==> config.mk <==
export PLATFORM = sky130hd
export DESIGN_NAME = core_v_verif_fpga_top
export DESIGN_NICKNAME = d
export VERILOG_FILES = /design/src/rtl/core_v_verif_fpga_top.sv
export SDC_FILE = /design/constraint.sdc
export NUM_CORES = 1
export LEC_CHECK = 0
export BUFFER_PORTS_ARGS = -buffer_cell sky130_fd_sc_hd__buf_2
export CAP_MARGIN = 20
export CORE_MARGIN = 2
export CORE_UTILIZATION = 40
export CTS_CLUSTER_SIZE = 20
export DETAILED_ROUTE_END_ITERATION = 7
export GPL_TIMING_DRIVEN = 0
export HOLD_SLACK_MARGIN = 0.03
export SLEW_MARGIN = 20
export SYNTH_ARGS = -nofsm -noshare
export SYNTH_HDL_FRONTEND = slang
export SYNTH_SLANG_ARGS = --single-unit
==> constraint.sdc <==
create_clock -name clk_nexys_board_i -period 3.75 [get_ports clk_nexys_board_i]
set_clock_uncertainty 0.1 [all_clocks]
set_input_delay 0.5625 -clock clk_nexys_board_i [delete_from_list [all_inputs] [get_ports clk_nexys_board_i]]
set_output_delay 0.5625 -clock clk_nexys_board_i [all_outputs]
set_load 0.05 [all_outputs]
==> src/rtl/core_v_verif_fpga_top.sv <==
// Single-clock core harness: tick-enabled WAIT/RUN/DONE sequencer that steps a 16x32 RV32I ROM through a legality decoder and shows status on LEDs.
// Define FAULT_INJECT_EN to force ROM word FAULT_INDEX to 0x00000000 (an illegal encoding).

module core_v_verif_fpga_decode (
  input  logic [31:0] word,
  output logic        legal
);

  logic [6:0] opcode;
  logic [2:0] funct3;
  logic [6:0] funct7;
  logic       unused_fields;

  assign opcode        = word[6:0];
  assign funct3        = word[14:12];
  assign funct7        = word[31:25];
  assign unused_fields = ^{word[24:15], word[11:7]};

  // NOTE: default assignment first so every path drives legal; no latch.
  always_comb begin
    legal = 1'b0;
    case (opcode)
      7'b0110111, 7'b0010111, 7'b1101111: legal = 1'b1;
      7'b1100111: legal = (funct3 == 3'b000);
      7'b1100011: legal = (funct3 != 3'b010) && (funct3 != 3'b011);
      7'b0000011: legal = (funct3 == 3'b000) || (funct3 == 3'b001) || (funct3 == 3'b010) ||
                          (funct3 == 3'b100) || (funct3 == 3'b101);
      7'b0100011: legal = (funct3 == 3'b000) || (funct3 == 3'b001) || (funct3 == 3'b010);
      7'b0010011: begin
        if (funct3 == 3'b001)      legal = (funct7 == 7'b0000000);
        else if (funct3 == 3'b101) legal = (funct7 == 7'b0000000) || (funct7 == 7'b0100000);
        else                       legal = 1'b1;
      end
      7'b0110011: legal = (funct7 == 7'b0000000) ||
                          ((funct7 == 7'b0100000) && ((funct3 == 3'b000) || (funct3 == 3'b101)));
      7'b0001111, 7'b1110011: legal = 1'b1;
      default: legal = 1'b0;
    endcase
  end

endmodule

module core_v_verif_fpga_top #(
  parameter int unsigned CLK_DIV        = 4,
  parameter int unsigned RST_HOLD_TICKS = 4,
  parameter int unsigned FAULT_INDEX    = 5
) (
  input  logic       clk_nexys_board_i,
  input  logic       rst_sw_i,
  output logic [7:0] led_o
);

  localparam logic [7:0]  DIV_LAST  = 8'(CLK_DIV - 1);
  localparam logic [7:0]  HOLD_LAST = 8'(RST_HOLD_TICKS - 1);
  localparam logic [31:0] EBREAK    = 32'h0010_0073;

  if ((CLK_DIV < 2) || (CLK_DIV > 255) || (RST_HOLD_TICKS < 1) || (RST_HOLD_TICKS > 255) ||
      (FAULT_INDEX > 15)) begin : g_bad_param
    $error("core_v_verif_fpga_top: parameter out of range");
  end

  typedef enum logic [1:0] {
    S_WAIT,
    S_RUN,
    S_DONE_OK,
    S_DONE_ILL
  } state_t;

  state_t      state;
  logic [7:0]  div;
  logic [7:0]  wait_cnt;
  logic [3:0]  pc;
  logic [3:0]  pc_inc;
  logic        tick;
  logic [31:0] word;
  logic        legal;

  function automatic logic [31:0] rom_word(input logic [3:0] addr);
    case (addr)
      4'd0:    return 32'h0050_0093;
      4'd1:    return 32'h00A0_0113;
      4'd2:    return 32'h0020_81B3;
      4'd3:    return 32'h4020_8233;
      4'd4:    return 32'h0031_2023;
      4'd5:    return 32'h0001_2283;
      4'd6:    return 32'h0000_0297;
      4'd7:    return 32'h1234_52B7;
      4'd15:   return EBREAK;
      default: return 32'h0000_0013;
    endcase
  endfunction

`ifdef FAULT_INJECT_EN
  localparam logic [3:0] FAULT_PC = 4'(FAULT_INDEX);
  assign word = (pc == FAULT_PC) ? 32'h0000_0000 : rom_word(pc);
`else
  assign word = rom_word(pc);
`endif

  assign tick   = (div == DIV_LAST);
  assign pc_inc = pc + 4'd1;

  core_v_verif_fpga_decode u_decode (
    .word  (word),
    .legal (legal)
  );

  // LED fields are written alongside the state they mirror, so they change on the same tick edge.
  // NOTE: sequential state uses non-blocking assignments only, so every flop samples pre-edge values.
  always_ff @(posedge clk_nexys_board_i) begin
    if (!rst_sw_i) begin
      div      <= '0;
      wait_cnt <= '0;
      pc       <= '0;
      state    <= S_WAIT;
      led_o    <= '0;
    end else begin
      div <= tick ? '0 : div + 8'd1;
      if (tick) begin
        led_o[0] <= ~led_o[0];
        case (state)
          S_WAIT: begin
            if (wait_cnt == HOLD_LAST) begin
              state      <= S_RUN;
              pc         <= '0;
              led_o[1]   <= 1'b1;
              led_o[4:2] <= 3'b000;
            end else begin
              wait_cnt <= wait_cnt + 8'd1;
            end
          end
          S_RUN: begin
            if (!legal) begin
              state    <= S_DONE_ILL;
              led_o[1] <= 1'b0;
              led_o[5] <= 1'b1;
              led_o[7] <= 1'b1;
            end else if (word == EBREAK) begin
              state    <= S_DONE_OK;
              led_o[1] <= 1'b0;
              led_o[6] <= 1'b1;
              led_o[7] <= 1'b1;
            end else begin
              pc         <= pc_inc;
              led_o[4:2] <= pc_inc[2:0];
            end
          end
          default: ;
        endcase
      end
    end
  end

endmodule

; After elaboration in Yosys (flattened, before gate mapping)
; Memories as Yosys holds them, arrays and structs flattened. A register that Yosys moved wholly into a read port is not among the register bits.
; Index checks and enable logic that the tools add are counted.
[word_totals]
romBits = 320
n_memories = 1
out_inout_bits = 8
ram_bits = 0
latch_bits = 0
reg_bits = 30
[classes]
eq_ne = 27
shifts = 0
n_div = 0
addsub = 3
n_mux = 21
magnitude_cmp = 0
n_reduce_logical = 21
n_mul = 0
n_bitwise = 4
[mem_list]
columns = name, words, word_bits, rd, rd_ports_with_merged_regs, wr, line_no
row1 = (name not given), 16, 20, 1, 1, 0, 79  ; case (addr)
[ops]
columns = op, n
row1 = == test 32 x 21 -> 1 bit (second input constant), 1
row2 = == test 7 x 6 -> 1 bit (second input constant), 4
row3 = == test 7 bit (second input constant), 4
row4 = two-way mux 4 bit, 6
row5 = adder 8 x 1 -> 8 bit (second input constant), 2
row6 = == test 8 x 2 -> 1 bit (second input constant), 2
row7 = one-hot mux 4 bit (2 select lines), 2
row8 = == test 7 x 5 -> 1 bit (second input constant), 2
row9 = AND reduction 3 bit, 3
row10 = two-way mux 2 bit, 4
row11 = AND reduction 4 bit, 2
row12 = == test 7 x 2 -> 1 bit (second input constant), 1
row13 = == test 7 x 4 -> 1 bit (second input constant), 1
row14 = logical NOT 7 bit, 1
row15 = logical OR 1 bit, 7
row16 = one-hot mux 1 bit (7 select lines), 1
row17 = == test 3 bit (second input constant), 2
row18 = two-way mux 3 bit, 2
row19 = inequality test 2 bit (second input constant), 3
row20 = inequality test 3 x 2 -> 1 bit (second input constant), 2
row21 = two-way mux 1 bit, 5
row22 = AND reduction 5 bit, 1
row23 = OR reduction 5 bit, 1
row24 = adder 4 x 1 -> 4 bit (second input constant), 1
row25 = other kinds (12), 16

; Logic depth before layout (Yosys ltp)
[logic_depth]
ltp_word = 10
depth_mapped = 13
depth_no_buf = 12

; Modules after synthesis
; A second synthesis with hierarchy kept.
[unflattened]
cells_unflattened = 214
area_unflattened_um2 = 1999.4
[modules_own_cells]
columns = module, area_per_inst_um2, seq_area_each_um2, cells_each, instances
row1 = core_v_verif_fpga_top, 1849.3, 840.8, 190, 1
row2 = core_v_verif_fpga_decode, 150.1, 0.0, 24, 1

; Least setup slack after synthesis
; Ideal clock, no wire load.
[synth_timing]
path_type = register to register
startpoint = reg div[0]
endpoint = reg word[5] (netlist name)
path_buffers = 1
setup_time_ps = 133
t_arrival_ps = 2690
path_slack_ps = 826
t_required_ps = 3517
stages_incl_launch_ff = 12
period_less_slack_ps = 2924
cell_sequence = dfxtp_1 -> ha_1 -> or4b_4 -> nor2_8 -> nand2_4 -> or4_4 -> a21o_1 -> buf_6 -> ha_1 -> mux2i_1 -> mux2i_1 -> o22ai_1
[synth_via]
elab_chain_cells = 4
[synth_rtl]
columns = element, line_no
row1 = "start, declared", 70  ; logic [7:0] div;
row2 = "start signal, assigned", 118  ; div <= tick ? '0 : div + 8'd1;
row3 = == test 8 x 2 -> 1 bit, 100  ; assign tick = (div == DIV_LAST);
row4 = AND reduction 5 bit (no source line), n/a
row5 = two-way mux 4 bit (no source line) (2 in series), n/a
; No other way between the ends.
; A chain may end at the register's enable or synchronous reset.

; Worst setup path in the final report
[layout_timing]
startpoint = reg div[0]
endpoint = reg word[5] (netlist name)
[layout_via]
elab_chain_cells = 4
[layout_rtl]
columns = element, line_no
row1 = == test 8 x 2 -> 1 bit, 100
row2 = AND reduction 5 bit (no source line), n/a
row3 = two-way mux 4 bit (no source line) (2 in series), n/a
; No other way between the ends.

==> impl_metrics.py <==
metrics = {
    "outcome": {
        "status": "finished, final reports clean",
    },
    "logic_synthesis": {
        "ys_warn_count": 0,
        "netlist_top_cells_count": "dfxtp_1, nor2_1, xor2_1",
        "yosysMostFrequentCell": "dfxtp_1",
        "async_flop_share_pct": 0,
        "syn-num-nets": 224,
        "synth_top_area_share_pct": 41.2,
        "synth_edf_count": 0,
        "avgSynthCellArea_sq_um": 9.44,
        "yosysTopAreaCell": "dfxtp_1",
        "ys_seq_area_share_pct": 41.2,
        "ys_types": 60,
        "ys.flop_type": "dfxtp_1",
        "synth-seq-cells": 42,
        "synthTopCellsByArea": "dfxtp_1, nor2_1, xor2_1",
        "syn-instance-count": 216,
        "syn_area_sq_mm": 0.00204,
    },
    "timing": {
        "tns_ns": 0,
        "maxSlewHeadroom_pct": 54.5,
        "worst_pin_slew_ns": 0.675,
        "setup_viol": 0,
        "period_share_pct": 88.8,
        "rsz0062_at_grt": "no",
        "finalHoldViolations": 0,
        "finalCriticalPeriod_ns": 3.33,
        "drv_slew": 0,
        "fmax_mhz": 300,
    },
    "global_routing": {
        "grt_pass1_wl_mm": 6.47,
        "first_global_vias": 1378,
        "grt_max_degree": 14,
        "antenna_found_initial": 0,
        "grt-ovfl-total": 0,
        "grtUsageTotal_pct": 15.0,
    },
    "job": {
        "maxCapViolations": 0,
    },
    "critical_path": {
        "crit_fanout": 4,
        "startpoint_type": "flop",
        "critPathKind": "reg2reg",
        "worstPathRequired_ns": 3.80,
        "crit_path_end_kind": "flop",
        "timing.rr.start": "div[0]$_SDFF_PP0_",
        "crit_start": "div[0]$_SDFF_PP0_",
        "critPathArrivalTime_ns": 3.38,
        "rrSetupSlack_ns": 0.42,
    },
    "finish": {
        "ff_latch_area_sq_um": 841,
        "diodes": 0,
        "drive_above_1_share_pct": 17.6,
        "fin_nets": 240,
        "multi_input_area_sq_mm": 0.00110,
        "area_growth_pct": 11.0,
        "fill_cells": 506,
    },
    "cts": {
        "clock_path_buffers": 2,
        "cts_made_buffers": 5,
        "ctsHoldBuffers": 0,
        "clock_sinks": 42,
        "clk_pin_slew_worst_paths_ns": 0.08,
        "cts_tree": "done",
        "clock-root-buffer": "clkbuf_8",
        "htreeDepth": 2,
        "postCtsSetupRepairBufs": 0,
        "post_cts_resized": 0,
        "clk_latency_ns": 0.29,
    },
    "placement": {
        "dp_hpwl_mm": 2.79,
        "port_buffers": 9,
        "gp_congestion": 0.754,
    },
    "floorplan": {
        "rows": 25,
        "core_area_sq_mm": 0.00482,
        "fp.dieH_um": 75.4,
        "start_util_pct": 42.3,
        "die_area_sq_mm": 0.00569,
        "die_w_um": 75.4,
        "pin_count": 10,
    },
    "drt": {
        "drc": 0,
        "ant_nets": 0,
        "wl_mm": 3.72,
        "wl_per_cell_um": 12.4,
        "drtPass1Iterations": 4,
        "viasPerCell": 5.04,
        "drt_iter0_markers": 77,
        "vias": 1513,
    },
    "worst_hold_path": {
        "hp-class": "reg2reg",
        "min_from": "led_o[7]$_SDFFE_PN0P_",
    },
    "pwr": {
        "power.total_uw": 790,
        "peakVddDrop_mv": 0.213,
        "p_per_area_mw_per_mm2": 349,
        "cellLeakagePower_uw": 0.000878,
    },
}
where the power goes:
group          leakage, uW  switching (uW)  internal (uW)
Clock            0.0000472             154            148
Combinational     0.000491            19.5           12.0
Sequential        0.000339            5.34            451
critical path, stage by stage (launching register included):
cell and delay (ns):
dfxtp_1 0.37, ha_1 0.23, or4b_4 0.54, or2_2 0.32
nor3b_1 0.18, nand3_1 0.13, a31oi_1 0.40, inv_1 0.12
ha_1 0.36, mux2i_1 0.09, mux2i_1 0.22, o22ai_1 0.12
kinds of logic after synthesis:
logic type / count (synthesis) / synth area share [%]
compound gates: 29 / 12.1
xor+xnor: 17 / 7.30
fa+ha+maj: 6 / 3.68
buf+inv: 17 / 4.60
flops: 42 / 41.2
mux: 3 / 1.47
simple gates: 102 / 29.6
worst paths after layout:
| check | endpoint | cells after the start |
|---|---|---|
| setup / recovery | word[5]$_DFF_P_ | 11 |
| hold / removal | led_o[7]$_SDFFE_PN0P_ | 2 |
| setup reg to reg | word[5]$_DFF_P_ | 11 |
| hold reg to reg | led_o[7]$_SDFFE_PN0P_ | 2 |
placed cells by master, fill, tap and decap left out, types with 3 or more instances in the layout:
| cell | instances |
|---|---|
| or2_2 | 3 |
| buf_2 | 9 |
| nor3_1 | 6 |
| nand2_1 | 9 |
| mux2i_1 | 3 |
| buf_4 | 4 |
| and3_1 | 4 |
| ha_1 | 6 |
| dfxtp_1 | 42 |
| nor2_1 | 37 |
| nand4b_1 | 3 |
| xor2_1 | 13 |
| nand4_1 | 3 |
| xnor2_1 | 4 |
| and2_1 | 4 |
| a31oi_1 | 3 |
| nand3b_1 | 3 |
| o21ai_0 | 4 |
| clkbuf_8 | 6 |
| nand3_1 | 10 |
| inv_1 | 8 |
flip-flops by register name, indices dropped and copies added, names as in the netlist:
signal	flops
wait_cnt	8
word	15
led_o	7
div	8
state	2
pc	2
layer usage:
layer  GRT usage (%)  routed length [um]  up-vias
met4            5.85                  27        0
met2            20.6                1550       19
met1            22.9                2040      699
met5               0                   0        -
met3            2.78                 104        2
li1                -                   -      793
area by class of cell:
cell class                 instances  share of cell area [%]
timing repair buffer               9                    1.99
sequential                        42                    37.1
clock buffer                       6                    3.65
tap                               67                    3.70
clock inverter                     2                   0.553
buffer                             9                    2.82
multi-input combinational        157                    48.8
inverter                           8                    1.33
per-stage QoR:
step	worst slack, ns	util (%)	std cells	hold WS, ns	instance area [sq um]
2_1_floorplan	0.826	-	216	0.326	2040
3_3_place_gp	0.470	45.0	292	0.346	2170
3_5_place_dp	0.464	45.0	292	0.352	2170
4_1_cts	0.430	47.0	300	0.372	2260
5_1_grt	0.236	47.0	300	0.388	2260
6_report	0.419	47.0	300	0.367	2260
(Power assumes the default switching activity.)
